$ cat config.mk
export PLATFORM = sky130hd
export DESIGN_NAME = fir_tap_inverse
export DESIGN_NICKNAME = d
export VERILOG_FILES = /design/src/rtl/fir_tap_inverse.sv
export SDC_FILE = /design/constraint.sdc
export NUM_CORES = 1
export LEC_CHECK = 0
export CAP_MARGIN = 15
export CORE_MARGIN = 2
export CORE_UTILIZATION = 25
export CTS_CLUSTER_DIAMETER = 60
export DETAILED_ROUTE_END_ITERATION = 12
export GPL_TIMING_DRIVEN = 1
export HOLD_SLACK_MARGIN = 0.03
export PLACE_DENSITY = 0.4
export SLEW_MARGIN = 30
export SYNTH_ARGS = -nofsm -noshare
export SYNTH_HDL_FRONTEND = slang
export SYNTH_SLANG_ARGS = --single-unit
$ cat constraint.sdc
create_clock -name clk -period 6.75 [get_ports clk]
set_input_delay 0.675 -clock clk [delete_from_list [all_inputs] [get_ports clk]]
set_output_delay 0.675 -clock clk [all_outputs]
set_load 0.02 [all_outputs]
$ cat src/rtl/fir_tap_inverse.sv
// Inverse of the boxcar moving-sum FIR tap: rebuilds x[n] from the running
// sum y[n] via x[n] = y[n] - y[n-1] + x[n-tapSize], and flags any sum stream
// that does not decode to in-range unsigned samples.
module fir_tap_inverse #(
    parameter int unsigned tapSize = 4,
    parameter int unsigned width   = 4
) (
    input  logic                              clk,
    input  logic                              reset,
    input  logic                              in_valid,
    input  logic [$clog2(tapSize)+width-1:0]  in,
    output logic                              out_valid,
    output logic [width-1:0]                  out,
    output logic                              err,
    output logic                              busy
);

    // Sum width, and the signed evaluation width with headroom so that the
    // three-term recurrence never wraps before the range check.
    localparam int unsigned SW = $clog2(tapSize) + width;
    localparam int unsigned AW = SW + 2;

    typedef enum logic [1:0] {
        IDLE  = 2'd0,
        RUN   = 2'd1,
        FAULT = 2'd2
    } state_t;

    state_t               state_q;
    state_t               state_d;
    logic [SW-1:0]        y_prev_q;
    logic [width-1:0]     hist_q [tapSize];
    logic                 out_valid_q;
    logic [width-1:0]     out_q;
    logic                 err_q;
    logic                 busy_q;

    logic signed [AW-1:0] res_c;
    logic                 in_range_c;
    logic [width-1:0]     x_d;

    // Recurrence, range check and next decoder state for the current input.
    always_comb begin
        res_c      = signed'(AW'(in)) - signed'(AW'(y_prev_q))
                   + signed'(AW'(hist_q[tapSize-1]));
        // In range exactly when every bit above the sample width is zero
        // (this also rejects negative results via the sign bit).
        in_range_c = (res_c[AW-1:width] == '0);
        x_d        = res_c[width-1:0];
        state_d    = state_q;
        if (in_valid) begin
            if (!in_range_c) begin
                state_d = FAULT;
            end else if (state_q == IDLE) begin
                state_d = RUN;
            end
        end
    end

    // Decoder state, sample history and registered outputs; gaps freeze
    // everything except out_valid so the sample index only advances on
    // accepted inputs.
    always_ff @(posedge clk) begin
        if (reset) begin
            state_q     <= IDLE;
            y_prev_q    <= '0;
            out_valid_q <= 1'b0;
            out_q       <= '0;
            err_q       <= 1'b0;
            busy_q      <= 1'b0;
            for (int k = 0; k < int'(tapSize); k++) begin
                hist_q[k] <= '0;
            end
        end else begin
            out_valid_q <= in_valid;
            if (in_valid) begin
                out_q    <= x_d;
                y_prev_q <= in;
                hist_q[0] <= x_d;
                for (int k = 1; k < int'(tapSize); k++) begin
                    hist_q[k] <= hist_q[k-1];
                end
                state_q  <= state_d;
                err_q    <= (state_d == FAULT);
                busy_q   <= (state_d != IDLE);
            end
        end
    end

    assign out_valid = out_valid_q;
    assign out       = out_q;
    assign err       = err_q;
    assign busy      = busy_q;

endmodule

Yosys cells after proc, flatten, opt, wreduce, memory -nomap -nowiden:

Memory sizes are Yosys's and may differ from the RTL's.
Cells that the tools add are included.

* logic and storage cells: 29
* output and inout port bits: 7
* memory bits (writable): 16
* bits in registers: 15
* memories: 1
* input bits: 9

* reduce and logical (&&, ||, !) cells: 3
* bitwise gates (word level): 4
* muxes and demuxes: 12
* add/sub/neg operators: 2
* equality and inequality tests: 1

Memory list
* hist_q: depth 4, bits a word 4, read ports 4, clocked after memory_dff 0, wr ports 4, line 32 `logic [width-1:0] hist_q [tapSize];`

Operators with widths (number)
* $mux W4: 4
* $add A7 B5 Y8: 1
* $sub A6 B6 Y7: 1
* $mux W2: 3
* $mux W1: 5
* $logic_not A4 Y1: 1
* $or A1 B1 Y1: 4
* $eq A2 B2 Y1 const B: 1
* $logic_not A2 Y1: 1
* $reduce_bool A2 Y1: 1

Longest topological paths before layout:

Gate-level depths: netlist of run 1.

* depth in word-level cells: 6
* mapped depth: 12
* gate-level depth less buffers: 12

Worst setup path before layout of run 1:

OpenSTA, ideal clock, no wires.

* kind: input -> register
* start: input in[1]
* end: register state_q[0]
* setup time: 0.120 ns
* arrival: 2.837 ns
* required time: 6.630 ns
* cell stages on the path: 10
* buffers on the path: 0
* setup slack: 3.793 ns
* cells stage by stage: ha_1 -> nor2b_1 -> o31ai_1 -> a21boi_0 -> ha_1 -> a221oi_1 -> a211oi_1 -> mux2i_1 -> nor2_1 -> o31a_1

* word-level cells in the longest chain between the ends: 5

RTL lines
* start: declaration: line 11 `input logic [$clog2(tapSize)+width-1:0] in,`
* $sub A6 B6 Y7: line 44 `res_c = signed'(AW'(in)) - signed'(AW'(y_prev_q))`
* $add A7 B5 Y8: line 45 `+ signed'(AW'(hist_q[tapSize-1]));`
* $logic_not A4 Y1: line 48 `in_range_c = (res_c[AW-1:width] == '0);`
* $mux W2: line 52 `if (!in_range_c) begin`
* $mux W2: line 51 `if (in_valid) begin`
* end signal: assignment: line 83 `state_q <= state_d;`
* end: declaration: line 29 `state_t state_q;`

Every way passes these cells.
A chain may end at the register's enable or synchronous reset.

Worst setup path in the final report of run 1:

* start: input in[1]
* end: register state_q[1]

The elaborated chain is that of the path after synthesis.

==> out/results.ini, run 1 <==
[status]
status=finished, final reports clean

[detailed_routing]
dr_total_vias=1060
wire_per_inst_microns=12.1
ant_nets=0
first_iter_violations=31
firstDrtPassIters=4
drcViolationCount=0
vias_per_cell=4.40
wirelength_mm=2.91

[global_route]
grt_pass1_wl_mm=5.09
grt_max_degree=17
overflow=0
first_global_vias=1080
track_usage_pct=9.23
antenna_found_initial=0

[power]
clkPwrFrac_pct=30.6
powerDensity_mw_per_mm2=241
combinationalPowerShare_pct=21.2
switching_share_pct=27.5
internal_power_w=0.000331
irDropWorstVdd_mv=0.125
seq_power_share_pct=48.2
p_leak_nw=0.795
switching_power_w=0.000126
total_power_w=0.000456

[cells_and_area]
final_common_cell=nor2_1
nFillCells=649
antenna_cells=0
drive_above_1_share_pct=7.23
syn_to_final_growth_pct=19.8
nNetsFinal=188
mostFrequentLayoutCells=17 x nor2_1, 16 x edfxtp_1, 15 x inv_1, 15 x dfxtp_1, 15 x clkdlybuf4s50_1

[timing]
finalCritPeriodShare_pct=50.0
relSlewSlack_pct=57.4
setup_viol=0
finalHoldViolations=0
slew_viol_final=0
worstMarginPinSlew_ps=637
setup_tns_ps=0
fin_skew_ps=5.97
fmax_mhz=296
rsz0062_at_grt=false
fin_crit_ps=3380

[setup_path]
slowest_stage=clkdlybuf4s50_1
endpoint_kind=flop
start_kind=input pin
critical_path.cell_chain=clkdlybuf4s50_1, ha_1, nor2b_1, o31ai_1, a21boi_0, ha_1, a221oi_1, a211oi_1, mux2i_1, nor2_1, o32ai_1
critPathMaxStageDelay_ps=450
critPathMaxFanout=3
worstPathRequired_ps=6930
crit_top_cell=ha_1
crit_arrival_ps=3550
path_class=in2reg

[floorplanning]
initial_utilization_pct=26.3
io_pins=16
num_rows=28
die_x_microns=83.6
core_area_sq_mm=0.00603
die_h_microns=83.6
die-area_sq_mm=0.00698

[synthesis]
ys_top_cells_by_area=edfxtp_1 30%, dfxtp_1 19%, ha_1 9.5%, and2_1 5.1%, mux2i_1 4.4%
synth_cell_types=38
synth_seq_cells=31
synth_warnings=0
yosys.area.top_type_share_pct=30.4
synth_cells=146
syn_area_sq_mm=0.00158
syn_nets=169
syn_avg_cell_area_sq_um=10.8
yosysSeqAreaShare_pct=49.3
yosysTopAreaCell=edfxtp_1

[clocking]
cts_tree=done
root_buffer=clkbuf_8
cts-htree-levels=2
clk_latency_ps=280
cts_hold_buffers=0
cts_buffer_depth=2
numCtsBuffers=5
path_clk_slew_ps=60
post_cts_buffers=0
clock_sinks=31
post_cts_resized=0

[place]
routabilityCongestion=0.712
dp_hpwl_mm=2.13
port_buffers=15

[worst_hold_path]
hp-class=reg2reg

[flow_run]
maxCapViolCount=0

## critical path, delay by kind of cell
| family | cells | cell delay (ps) |
|---|---|---|
| muxes | 1 | 210 |
| AOI/OAI and AO/OA | 5 | 1360 |
| and+or+nand+nor | 2 | 240 |
| buffers and inverters | 1 | 450 |
| adders and majority gates | 2 | 620 |
## Yosys cell counts, drive strengths merged
library cell  count
dfxtp            15
inv              15
nor4              2
ha               12
o211ai            1
a221oi            1
o32ai             1
a21oi             5
nor3b             1
a21o              4
xnor2             2
xor2              2
clkbuf            2
and2             13
or3b              2
nand3             1
o31ai             1
o311a             1
mux2i             7
a21boi            1
edfxtp           16
nor2             18
nand2b            3
nand2             2
buf               1
or2               1
nor2b             3
o21a              2
o21ai             4
o31a              1
nor3              2
fa                2
a211oi            2
## per-stage QoR
stage	setup WS (ps)	area, sq um	instances	util, %	hold slack [ps]
floorplan	3790	1580	146	-	454
detailed placement	3070	1820	233	30.1	438
global placement	3120	1820	233	30.1	438
finish	3370	1900	241	31.5	459
global route	3130	1900	241	31.5	488
CTS	3380	1900	241	31.5	461
## per-layer routing
layer  part of all wire (%)  routed length, microns  track usage [%]
met5                      0                       0                0
met4                    2.1                      62             4.84
met3                    3.5                     103             3.07
met2                     44                    1290             13.9
met1                     50                    1450             11.7
## worst paths after layout
check / from / to / depth (start not counted) / slack, ps
hold / removal: out[2]$_SDFFE_PP0P_ / out[2]$_SDFFE_PP0P_ / 1 / 460
setup / recovery: in[1] / state_q[1]$_SDFFE_PP0P_ / 11 / 3370
setup reg to reg: y_prev_q[1]$_SDFFE_PP0P_ / state_q[1]$_SDFFE_PP0P_ / 11 / 3820
hold reg to reg: out[2]$_SDFFE_PP0P_ / out[2]$_SDFFE_PP0P_ / 1 / 460
## state kept, by name (all words and copies together) (netlist names)
register	flops
busy	1
err	1
hist_q	16
out	4
out_valid	1
state_q	2
y_prev_q	6
## kinds of logic (layout without fill, tap and decap cells)
group | count (synthesis) | in the layout | share of synthesized area, %
compound gates | 24 | 24 | 10.9
xor+xnor | 4 | 4 | 2.21
fa+ha+maj | 14 | 14 | 12.0
buf+inv | 18 | 38 | 4.27
flops | 31 | 31 | 49.3
mux | 7 | 7 | 4.43
simple gates | 48 | 48 | 16.8
## power groups by stage
stage | registers, W | logic (W) | clock network, W
floorplan | 0.000229 | 0.0000617 | 0
global placement | 0.000224 | 0.0000971 | 0
detailed placement | 0.000224 | 0.0000978 | 0
CTS | 0.000220 | 0.0000985 | 0.000147
global route | 0.000222 | 0.000109 | 0.000155
finish | 0.000220 | 0.0000968 | 0.000140
## area by class of cell
| class | instances | area, sq um | share of cell area (%) |
|---|---|---|---|
| clock buffer | 7 | 76.3 | 4.02 |
| clock inverter | 1 | 5.00 | 0.264 |
| inverter | 15 | 56.3 | 2.97 |
| multi-input combinational | 97 | 734 | 38.7 |
| sequential | 31 | 781 | 41.2 |
| tap | 75 | 93.8 | 4.95 |
| timing repair buffer | 15 | 150 | 7.92 |
No activity file was read; power rests on OpenSTA's default activity.
==> run 2, diff against run 1 <==
--- a/config.mk
+++ b/config.mk
@@ -12,7 +12,7 @@
 export DETAILED_ROUTE_END_ITERATION = 12
 export GPL_TIMING_DRIVEN = 1
 export HOLD_SLACK_MARGIN = 0.03
-export PLACE_DENSITY = 0.4
+export PLACE_DENSITY = 0.42
 export SLEW_MARGIN = 30
 export SYNTH_ARGS = -nofsm -noshare
 export SYNTH_HDL_FRONTEND = slang
==> constraint.sdc (replaced) <==
create_clock -name clk -period 2.9 [get_ports clk]
set_input_delay 0.29 -clock clk [delete_from_list [all_inputs] [get_ports clk]]
set_output_delay 0.29 -clock clk [all_outputs]
set_load 0.02 [all_outputs]
==> out/results.ini, run 2 (synthesis gave the netlist of run 1 again) <==
[place]
dpl-instance-area_sq_mm=0.00195
dp_hpwl_mm=2.27
routabilityCongestion=0.733
port_buffers=15

[clocking]
path_clk_slew_ps=70
root_buffer=clkbuf_8
cts_hold_buffers=0
cts-htree-levels=2
cts_buffer_depth=2
cts_tree=done
clk_latency_ps=280
clock_sinks=31
numCtsBuffers=5

[setup_path]
worstReg2RegStart=y_prev_q[1]$_SDFFE_PP0P_
worstPathRequired_ps=3040
cp_top_family=adder cells
critical_path.cell_chain=clkdlybuf4s50_1, inv_2, ha_4, fa_2, xnor2_2, buf_4, ha_1, a21oi_1, nand2_1, a21oi_1, or3b_4, nor3_4, o32ai_1
slowest_stage=clkdlybuf4s50_1
critPathMaxFanout=3
critPathMaxStageDelay_ps=490
crit_arrival_ps=2920
startpoint=in[0]
worst-path-buf-inv=3
endpoint_kind=flop
path_class=in2reg
start_kind=input pin
crit_top_cell=a21oi_1

[global_route]
first_global_vias=1139
overflow=0
antenna_found_initial=0
grt_pass1_wl_mm=5.40
grt_max_degree=17
track_usage_pct=9.64

[cells_and_area]
nFillCells=633
nNetsFinal=207
largest_reg_flops=16
antenna_cells=0
mostFrequentLayoutCells=19 x buf_4, 17 x nor2_1, 16 x edfxtp_1
regMostFlops=hist_q
seq_area_sq_um=781
multi_input_area_sq_um=791
final_common_cell=buf_4
design_area_sq_mm=0.00210
syn_to_final_growth_pct=32.6
drive_above_1_share_pct=23.2

[timing]
fin_crit_ps=2780
fin_skew_ps=5.43
fmax_mhz=360
worstMarginPinSlew_ps=635
relSlewSlack_pct=57.6
slew_viol_final=0
rsz0062_at_grt=false
finalHoldViolations=0
hold_slack_ps=458
finalCritPeriodShare_pct=95.7
setup_viol=0

[detailed_routing]
ant_nets=0
first_iter_violations=34
drcViolationCount=0
firstDrtPassIters=4
dr_total_vias=1139
wirelength_mm=3.17
wire_per_inst_microns=12.2
vias_per_cell=4.38

[worst_hold_path]
hold_start=out[0]$_SDFFE_PP0P_
hp-class=reg2reg

[floorplanning]
initial_utilization_pct=26.3
die_x_microns=83.6
io_pins=16
die-area_sq_mm=0.00698
die_h_microns=83.6
core_area_sq_mm=0.00603
num_rows=28

[status]
status=finished, final reports clean

[power]
powerDensity_mw_per_mm2=542
p_leak_nw=0.899
irDropWorstVdd_mv=0.227

[flow_run]
maxCapViolCount=0

run 2: power by group:
part	internal [W]	total, W	switching [W]
registers	0.000499	0.000513	0.0000136
clock network	0.000167	0.000332	0.000165
logic	0.000148	0.000292	0.000144
total	0.000815	0.00114	0.000323
run 2: path summary, 6_finish.rpt:
kind	endpoint	slack [ps]	depth (start not counted)
worst min register to register	out[0]$_SDFFE_PP0P_	460	1
worst min-delay path	out[0]$_SDFFE_PP0P_	460	1
worst max-delay path	state_q[1]$_SDFFE_PP0P_	120	13
worst max register to register	state_q[0]$_SDFFE_PP0P_	300	11
run 2: timing repair:
action / CTS / global route
pin swaps: 0 / 7
setup endpoints to repair: 2 / 3
buffers inserted: 0 / 1
resized for setup: 2 / 12
run 2: area by class of cell:
type | instances | share of cell area (%)
multi-input combinational | 97 | 37.7
sequential | 31 | 37.2
timing repair buffer | 34 | 13.9
tap | 75 | 4.47
clock buffer | 6 | 3.46
inverter | 15 | 2.68
clock inverter | 2 | 0.596
run 2: metal layers:
metal  global-route usage, %  vias up  wire length [microns]
li1                        -      575                      -
met1                    12.5      543                   1590
met2                    14.4       16                   1420
met3                    3.86        5                    123
met4                    3.52        0                     42
met5                       0        -                      0
run 2: stage by stage:
| stage | power [W] | setup slack, ps | setup TNS, ps | util, % | cells |
|---|---|---|---|---|---|
| 6_report | 0.00114 | 124 | 0 | 34.8 | 260 |
| 3_3_place_gp | 0.000789 | -339 | -992 | 32.4 | 251 |
| 4_1_cts | 0.00114 | 3.41 | 0 | 33.9 | 259 |
| 3_5_place_dp | 0.000792 | -338 | -1060 | 32.4 | 251 |
| 2_1_floorplan | 0.000676 | 234 | 0 | - | 146 |
| 5_1_grt | 0.00121 | 8.89 | 0 | 34.8 | 260 |
